[src/rtl/iterative_mdu_pkg.sv]
// Shared control-unit op codes and MDU types.
// ALU and MDU codes live in one space so execute can route on op alone.
package iterative_mdu_pkg;

  localparam logic [5:0] CU_ADD  = 6'h00;
  localparam logic [5:0] CU_SUB  = 6'h01;
  localparam logic [5:0] CU_AND  = 6'h02;
  localparam logic [5:0] CU_OR   = 6'h03;
  localparam logic [5:0] CU_XOR  = 6'h04;
  localparam logic [5:0] CU_SLL  = 6'h05;
  localparam logic [5:0] CU_SRL  = 6'h06;
  localparam logic [5:0] CU_SRA  = 6'h07;
  localparam logic [5:0] CU_SLT  = 6'h08;
  localparam logic [5:0] CU_SLTU = 6'h09;

  localparam logic [5:0] CU_MUL    = 6'h10;
  localparam logic [5:0] CU_MULH   = 6'h11;
  localparam logic [5:0] CU_MULHSU = 6'h12;
  localparam logic [5:0] CU_MULHU  = 6'h13;
  localparam logic [5:0] CU_DIV    = 6'h14;
  localparam logic [5:0] CU_DIVU   = 6'h15;
  localparam logic [5:0] CU_REM    = 6'h16;
  localparam logic [5:0] CU_REMU   = 6'h17;

  typedef enum logic [1:0] {
    IDLE,
    CALC,
    FIX,
    DONE
  } mdu_state_t;

  typedef struct packed {
    logic valid;
    logic mul;
    logic div;
    logic rem;
    logic hi;
    logic sa;
    logic sb;
  } mdu_dec_t;

endpackage

[src/rtl/iterative_mdu_iter_step.sv]
// One iteration of the shared datapath:
// add-shift right (multiply) or restoring subtract-shift left (divide).
module mdu_iter_step #(
  parameter int XLEN = 32
) (
  input  logic            mode_mul,
  input  logic [XLEN-1:0] hi,
  input  logic [XLEN-1:0] lo,
  input  logic [XLEN-1:0] opr,
  output logic [XLEN-1:0] hi_n,
  output logic [XLEN-1:0] lo_n
);

  logic [XLEN:0]   sum;
  logic [XLEN:0]   rem_sh;
  logic [XLEN+1:0] diff;
  logic            nb;

  always_comb begin
    sum    = {1'b0, hi} + (lo[0] ? {1'b0, opr} : '0);
    rem_sh = {hi, lo[XLEN-1]};
    diff   = {1'b0, rem_sh} - {2'b00, opr};
    nb     = !diff[XLEN+1];
    if (mode_mul) begin
      hi_n = sum[XLEN:1];
      lo_n = {sum[0], lo[XLEN-1:1]};
    end else begin
      hi_n = nb ? diff[XLEN-1:0] : rem_sh[XLEN-1:0];
      lo_n = {lo[XLEN-2:0], nb};
    end
  end

endmodule

[src/rtl/iterative_mdu.sv]
// Multi-cycle RV32M multiply/divide unit with valid/ready handshake.
// Works on magnitudes; the sign fix-up happens in one FIX cycle.
module iterative_mdu
  import iterative_mdu_pkg::*;
#(
  parameter int XLEN = 32,
  parameter int OPW  = 6
) (
  input  logic            clk,
  input  logic            rst,
  input  logic            start,
  output logic            in_ready,
  input  logic [OPW-1:0]  op,
  input  logic [XLEN-1:0] operand_a,
  input  logic [XLEN-1:0] operand_b,
  input  logic            flush,
  output logic            result_valid,
  input  logic            result_ready,
  output logic [XLEN-1:0] result,
  output logic            negative,
  output logic            zero,
  output logic            busy
);

  localparam int CNTW = $clog2(XLEN + 1);
  localparam logic [XLEN-1:0] MIN_S = {1'b1, {(XLEN-1){1'b0}}};

  function automatic mdu_dec_t decode(input logic [OPW-1:0] o);
    mdu_dec_t d;
    d = '0;
    d.valid = 1'b1;
    case (o)
      OPW'(CU_MUL):    d.mul = 1'b1;
      OPW'(CU_MULH):   begin d.mul = 1'b1; d.hi = 1'b1; d.sa = 1'b1; d.sb = 1'b1; end
      OPW'(CU_MULHSU): begin d.mul = 1'b1; d.hi = 1'b1; d.sa = 1'b1; end
      OPW'(CU_MULHU):  begin d.mul = 1'b1; d.hi = 1'b1; end
      OPW'(CU_DIV):    begin d.div = 1'b1; d.sa = 1'b1; d.sb = 1'b1; end
      OPW'(CU_DIVU):   d.div = 1'b1;
      OPW'(CU_REM):    begin d.rem = 1'b1; d.sa = 1'b1; d.sb = 1'b1; end
      OPW'(CU_REMU):   d.rem = 1'b1;
      default:         d.valid = 1'b0;
    endcase
    return d;
  endfunction

  mdu_state_t       state;
  mdu_dec_t         dec_in, dec_q;
  logic [XLEN-1:0]  hi_q, lo_q, opr_q;
  logic [XLEN-1:0]  hi_n, lo_n;
  logic [CNTW-1:0]  cnt;
  logic             neg_q;

  logic             a_neg, b_neg, divop, b_zero, ovf, bypass;
  logic [XLEN-1:0]  a_mag, b_mag, byp_res;
  logic [2*XLEN-1:0] prod, prod_f;
  logic [XLEN-1:0]  quo, rmd, fix_res;

  always_comb begin
    dec_in = decode(op);
    a_neg  = dec_in.sa & operand_a[XLEN-1];
    b_neg  = dec_in.sb & operand_b[XLEN-1];
    a_mag  = a_neg ? -operand_a : operand_a;
    b_mag  = b_neg ? -operand_b : operand_b;
    divop  = dec_in.div | dec_in.rem;
    b_zero = operand_b == '0;
    ovf    = dec_in.sb & divop & (operand_a == MIN_S) & (&operand_b);
    bypass = !dec_in.valid | (divop & (b_zero | ovf));
    byp_res = '0;
    if (dec_in.valid && divop && b_zero)
      byp_res = dec_in.div ? '1 : operand_a;
    else if (dec_in.valid && ovf)
      byp_res = dec_in.div ? MIN_S : '0;
  end

  mdu_iter_step #(
    .XLEN(XLEN)
  ) u_step (
    .mode_mul(dec_q.mul),
    .hi      (hi_q),
    .lo      (lo_q),
    .opr     (opr_q),
    .hi_n    (hi_n),
    .lo_n    (lo_n)
  );

  always_comb begin
    prod   = {hi_q, lo_q};
    prod_f = neg_q ? -prod : prod;
    quo    = neg_q ? -lo_q : lo_q;
    rmd    = neg_q ? -hi_q : hi_q;
    unique case (1'b1)
      dec_q.mul & !dec_q.hi: fix_res = prod_f[XLEN-1:0];
      dec_q.mul &  dec_q.hi: fix_res = prod_f[2*XLEN-1:XLEN];
      dec_q.div:             fix_res = quo;
      dec_q.rem:             fix_res = rmd;
      default:               fix_res = '0;
    endcase
  end

  assign in_ready = state == IDLE;
  assign busy     = (state == CALC) | (state == FIX);

  always_ff @(posedge clk) begin
    if (rst) begin
      state        <= IDLE;
      result       <= '0;
      result_valid <= 1'b0;
      negative     <= 1'b0;
      zero         <= 1'b0;
      dec_q        <= '0;
      hi_q         <= '0;
      lo_q         <= '0;
      opr_q        <= '0;
      neg_q        <= 1'b0;
      cnt          <= '0;
    end else if (flush) begin
      state        <= IDLE;
      result_valid <= 1'b0;
      negative     <= 1'b0;
      zero         <= 1'b0;
    end else begin
      unique case (state)
        IDLE: if (start) begin
          dec_q <= dec_in;
          neg_q <= dec_in.rem ? a_neg : (a_neg ^ b_neg);
          cnt   <= '0;
          hi_q  <= '0;
          lo_q  <= dec_in.mul ? b_mag : a_mag;
          opr_q <= dec_in.mul ? a_mag : b_mag;
          if (bypass) begin
            state        <= DONE;
            result       <= byp_res;
            result_valid <= 1'b1;
            negative     <= byp_res[XLEN-1];
            zero         <= byp_res == '0;
          end else begin
            state <= CALC;
          end
        end
        CALC: begin
          hi_q <= hi_n;
          lo_q <= lo_n;
          cnt  <= cnt + CNTW'(1);
          if (cnt == CNTW'(XLEN - 1))
            state <= FIX;
        end
        FIX: begin
          state        <= DONE;
          result       <= fix_res;
          result_valid <= 1'b1;
          negative     <= fix_res[XLEN-1];
          zero         <= fix_res == '0;
        end
        DONE: if (result_ready) begin
          state        <= IDLE;
          result_valid <= 1'b0;
          negative     <= 1'b0;
          zero         <= 1'b0;
        end
        default: state <= IDLE;
      endcase
    end
  end

endmodule

[config.mk]
export PLATFORM = sky130hd
export DESIGN_NAME = iterative_mdu
export DESIGN_NICKNAME = d
export VERILOG_FILES = /design/src/rtl/iterative_mdu_pkg.sv /design/src/rtl/iterative_mdu_iter_step.sv /design/src/rtl/iterative_mdu.sv
export SDC_FILE = /design/constraint.sdc
export NUM_CORES = 1
export LEC_CHECK = 0
export ABC_CLOCK_PERIOD_IN_PS = 3650
export BUFFER_PORTS_ARGS = -buffer_cell sky130_fd_sc_hd__buf_2
export CAP_MARGIN = 40
export CORE_UTILIZATION = 57
export DETAILED_ROUTE_END_ITERATION = 12
export GPL_TIMING_DRIVEN = 0
export PLACE_DENSITY = 0.79
export SLEW_MARGIN = 20
export SYNTH_ARGS = -nofsm -noshare
export SYNTH_HDL_FRONTEND = slang
export SYNTH_SLANG_ARGS = --single-unit
[constraint.sdc]
create_clock -name clk -period 3.65 [get_ports clk]
set_clock_uncertainty 0.05 [all_clocks]
set_input_delay 0.73 -clock clk [delete_from_list [all_inputs] [get_ports clk]]
set_output_delay 0.73 -clock clk [all_outputs]
set_load 0.005 [all_outputs]
==> impl_metrics.ini <==
[clock_network]
clock_tree_from_tritoncts = yes
tritoncts_num_sinks = 144
worst_setup_hold_path_clk_slew_ns = 0.08
cts.path.max_buffers = 2
worstSkewPairLatency_ns = 0.45
ctsRootBufferMaster = clkbuf_16
h-tree-depth = 4
cts_inserted_buffers = 17

[timing]
maxSlewHeadroom_pct = 37.4
fmaxAchievable_ghz = 0.274
grt_setup_unrepaired = true
accumulated_negative_setup_slack_ns = 0
report.final.setup_viol = 0
final.hold.worst_slack_ns = 0.412
final-hold-violation-count = 0
min_period_over_period_pct = 99.9
tightest_slew_ns = 0.932
drv_slew = 0
final_min_period_ns = 3.64

[placement]
gp_congestion = 1.08
portBuffers = 108
dp.final_hpwl_um = 53200

[global_route]
initial_antenna_violation_count = 1
grt_overflow = 0
number_of_global_route_vias_before_repair = 16500
grt_start_max_net_pins = 19
grt_first_pass_wirelength_um = 101000
grt_usage_pct = 50.0

[synthesis]
number_of_synthesis_warnings = 0
ys_ff_latch = 144
syn-mean-instance-area_um2 = 7.00
post_synth_inst_count = 2148
post_synth_num_cell_types = 90
syn_nets = 2299
yosysSeqAreaShare_pct = 19.2
post_synth_instance_area_mm2 = 0.0150
synth_enable_flop_cells = 0
synthArstFlopShare_pct = 0
synth-main-ff-cell = dfxtp_1

[final_layout]
layout_commonest_cell = nor2_1
n_fill_cell = 2275
layout-area-overhead-vs-synth_pct = 16.7
final_net_count = 2458
multi_input_logic_area_mm2 = 0.0118
antennaDiodeCount = 0
area.sequential_mm2 = 0.00292
most_frequent_cells_in_the_layout = nor2_1 (296), nand2_1 (191), a21oi_1 (171)
drive_gt1_share_pct = 15.7

[power]
p_leak_nw = 6.95
power_frac_comb_pct = 35.8
net-switching-power_mw = 2.33
p_int_mw = 3.33
power.share.sequential_pct = 31.4
cellPowerDensity_mw_per_mm2 = 322
vdd_ir_drop_max_v = 0.000286
switching_share_pct = 41.2
power.clock.fraction_pct = 32.8

[routing]
route.detailed.vias_per_inst = 7.13
num_vias = 18900
drt_pass1_iterations = 7
post_drt_wl_per_cell_um = 26.0
dr.first_iter.drc_count = 2819
remaining_drc_errors = 0
postRouteAntennaNets = 0
drt-total-wl_um = 69100

[floorplanning]
core_area_mm2 = 0.0260
die-area_mm2 = 0.0270
ios = 112
std_cell_rows = 59
die_width_um = 164
die_height_um = 164
start_util_pct = 57.9

[critical_path]
path_max_fanout = 5
worstPathCellList = or4_4, buf_6, or4_4, or3_4, or3_4, buf_4, o31ai_4, xor2_1, o221ai_2, nor4_2, a32o_1
regToRegStartpoint = lo_q[21]$_SDFFE_PP0P_
timing.critical_path.arrival_ns = 3.99
max_stage_delay_ns = 0.53
critPathRequiredTime_ns = 3.99
critPathKind = flip-flop to flip-flop
critical_path.endpoint_type = flip-flop
worstSetupStartpointType = flip-flop
critical-path-slowest-cell = or4_4
r2r_setup_slack_ns = 0.005
critical_path.startpoint = lo_q[21]$_SDFFE_PP0P_

[flow_run]
max-cap-violations = 0

[min_path]
holdCritPathClass = flip-flop to flip-flop
worstHoldStart = opr_q[5]$_SDFFE_PP0P_

[outcome]
outcome = completed
[kinds of logic after synthesis]
| logic type | synth area share, % |
|---|---|
| muxes | 3.61 |
| buffers and inverters | 6.01 |
| AOI/OAI and AO/OA | 30.9 |
| DFF | 19.2 |
| and+or+nand+nor | 24.4 |
| xor gates and xnor gates | 9.49 |
| adders and majority gates | 6.42 |
[sequential cells by signal (all words and copies together) (netlist names)]
name,cells
lo_q,32
dec_q,4
cnt,6
result,32
hi_q,32
negative,1
result_valid,1
state,2
opr_q,32
zero,1
neg_q,1
[repair_timing]
| item | CTS | global route |
|---|---|---|
| gates resized for setup | 69 | 112 |
| setup endpoints to repair | 68 | 68 |
| pin swaps | 11 | 30 |
| buffers inserted | 7 | 25 |
| hold buffers | 0 | 0 |
[cells in the mapped netlist, types with 25 or more instances]
cell type / n / area share [%]
a211oi_1: 119 / 5.9
a21oi_1: 179 / 6.0
a31oi_1: 26 / 1.1
clkbuf_1: 136 / 3.4
dfxtp_1: 144 / 19
ha_1: 74 / 6.2
inv_1: 67 / 1.7
mux2_2: 34 / 2.5
nand2_1: 191 / 4.8
nand3_1: 36 / 1.2
nand4_1: 25 / 1.0
nor2_1: 296 / 7.4
nor3_1: 72 / 2.4
nor4_1: 29 / 1.2
o211ai_1: 39 / 1.9
o21ai_0: 139 / 4.6
xnor2_1: 78 / 4.5
xor2_1: 85 / 5.0
[path summary, 6_finish.rpt]
check,end,cells after the start
worst max-delay path,zero$_SDFFE_PP0P_,11
worst max register to register,zero$_SDFFE_PP0P_,11
worst min-delay path,opr_q[5]$_SDFFE_PP0P_,2
worst min register to register,opr_q[5]$_SDFFE_PP0P_,2
[through the flow]
step	std cells	setup WS [ns]	cell area (um2)	power, mW	util, %
floorplan	2148	0.0274	15100	2.91	-
global placement	2591	-1.63	16000	3.47	61.6
detailed placement	2597	-1.37	16100	3.51	61.9
CTS	2632	-0.0474	17000	5.41	65.4
global route	2655	-0.0776	17500	5.78	67.5
finish	2655	0.00505	17500	5.66	67.5
[routing by layer]
| metal | vias to the layer above | wire length, um | track usage [%] |
|---|---|---|---|
| met4 | 2 | 4940 | 27.7 |
| li1 | 8209 | - | - |
| met2 | 1625 | 27600 | 71.1 |
| met5 | - | 109 | 3.03 |
| met3 | 358 | 10700 | 19.3 |
| met1 | 8726 | 25800 | 63.9 |
[power groups by stage]
| stage | Sequential [mW] | Combinational (mW) | Clock, mW |
|---|---|---|---|
| after floorplan | 1.76 | 1.14 | 0 |
| after global placement | 1.78 | 1.68 | 0 |
| after detailed placement | 1.79 | 1.72 | 0 |
| after CTS | 1.76 | 1.81 | 1.83 |
| after global routing | 1.78 | 2.11 | 1.89 |
| final | 1.78 | 2.02 | 1.86 |
[area by class of cell]
type | instances | area share, %
Buffer | 152 | 3.77
Clock buffer | 17 | 2.42
Clock inverter | 15 | 1.06
Inverter | 72 | 1.62
Multi-Input combinational cell | 1771 | 67.3
Sequential cell | 144 | 16.7
Tap cell | 335 | 2.39
Timing Repair Buffer | 149 | 4.81
[critical path, delay by kind of cell (launching register included)]
| family | cells | cell delay [ns] |
|---|---|---|
| and+or+nand+nor | 5 | 2.09 |
| AOI/OAI and AO/OA | 3 | 0.55 |
| DFF | 1 | 0.34 |
| buffers and inverters | 2 | 0.29 |
| xor gates and xnor gates | 1 | 0.27 |
Power figures use the tool's default switching activity.
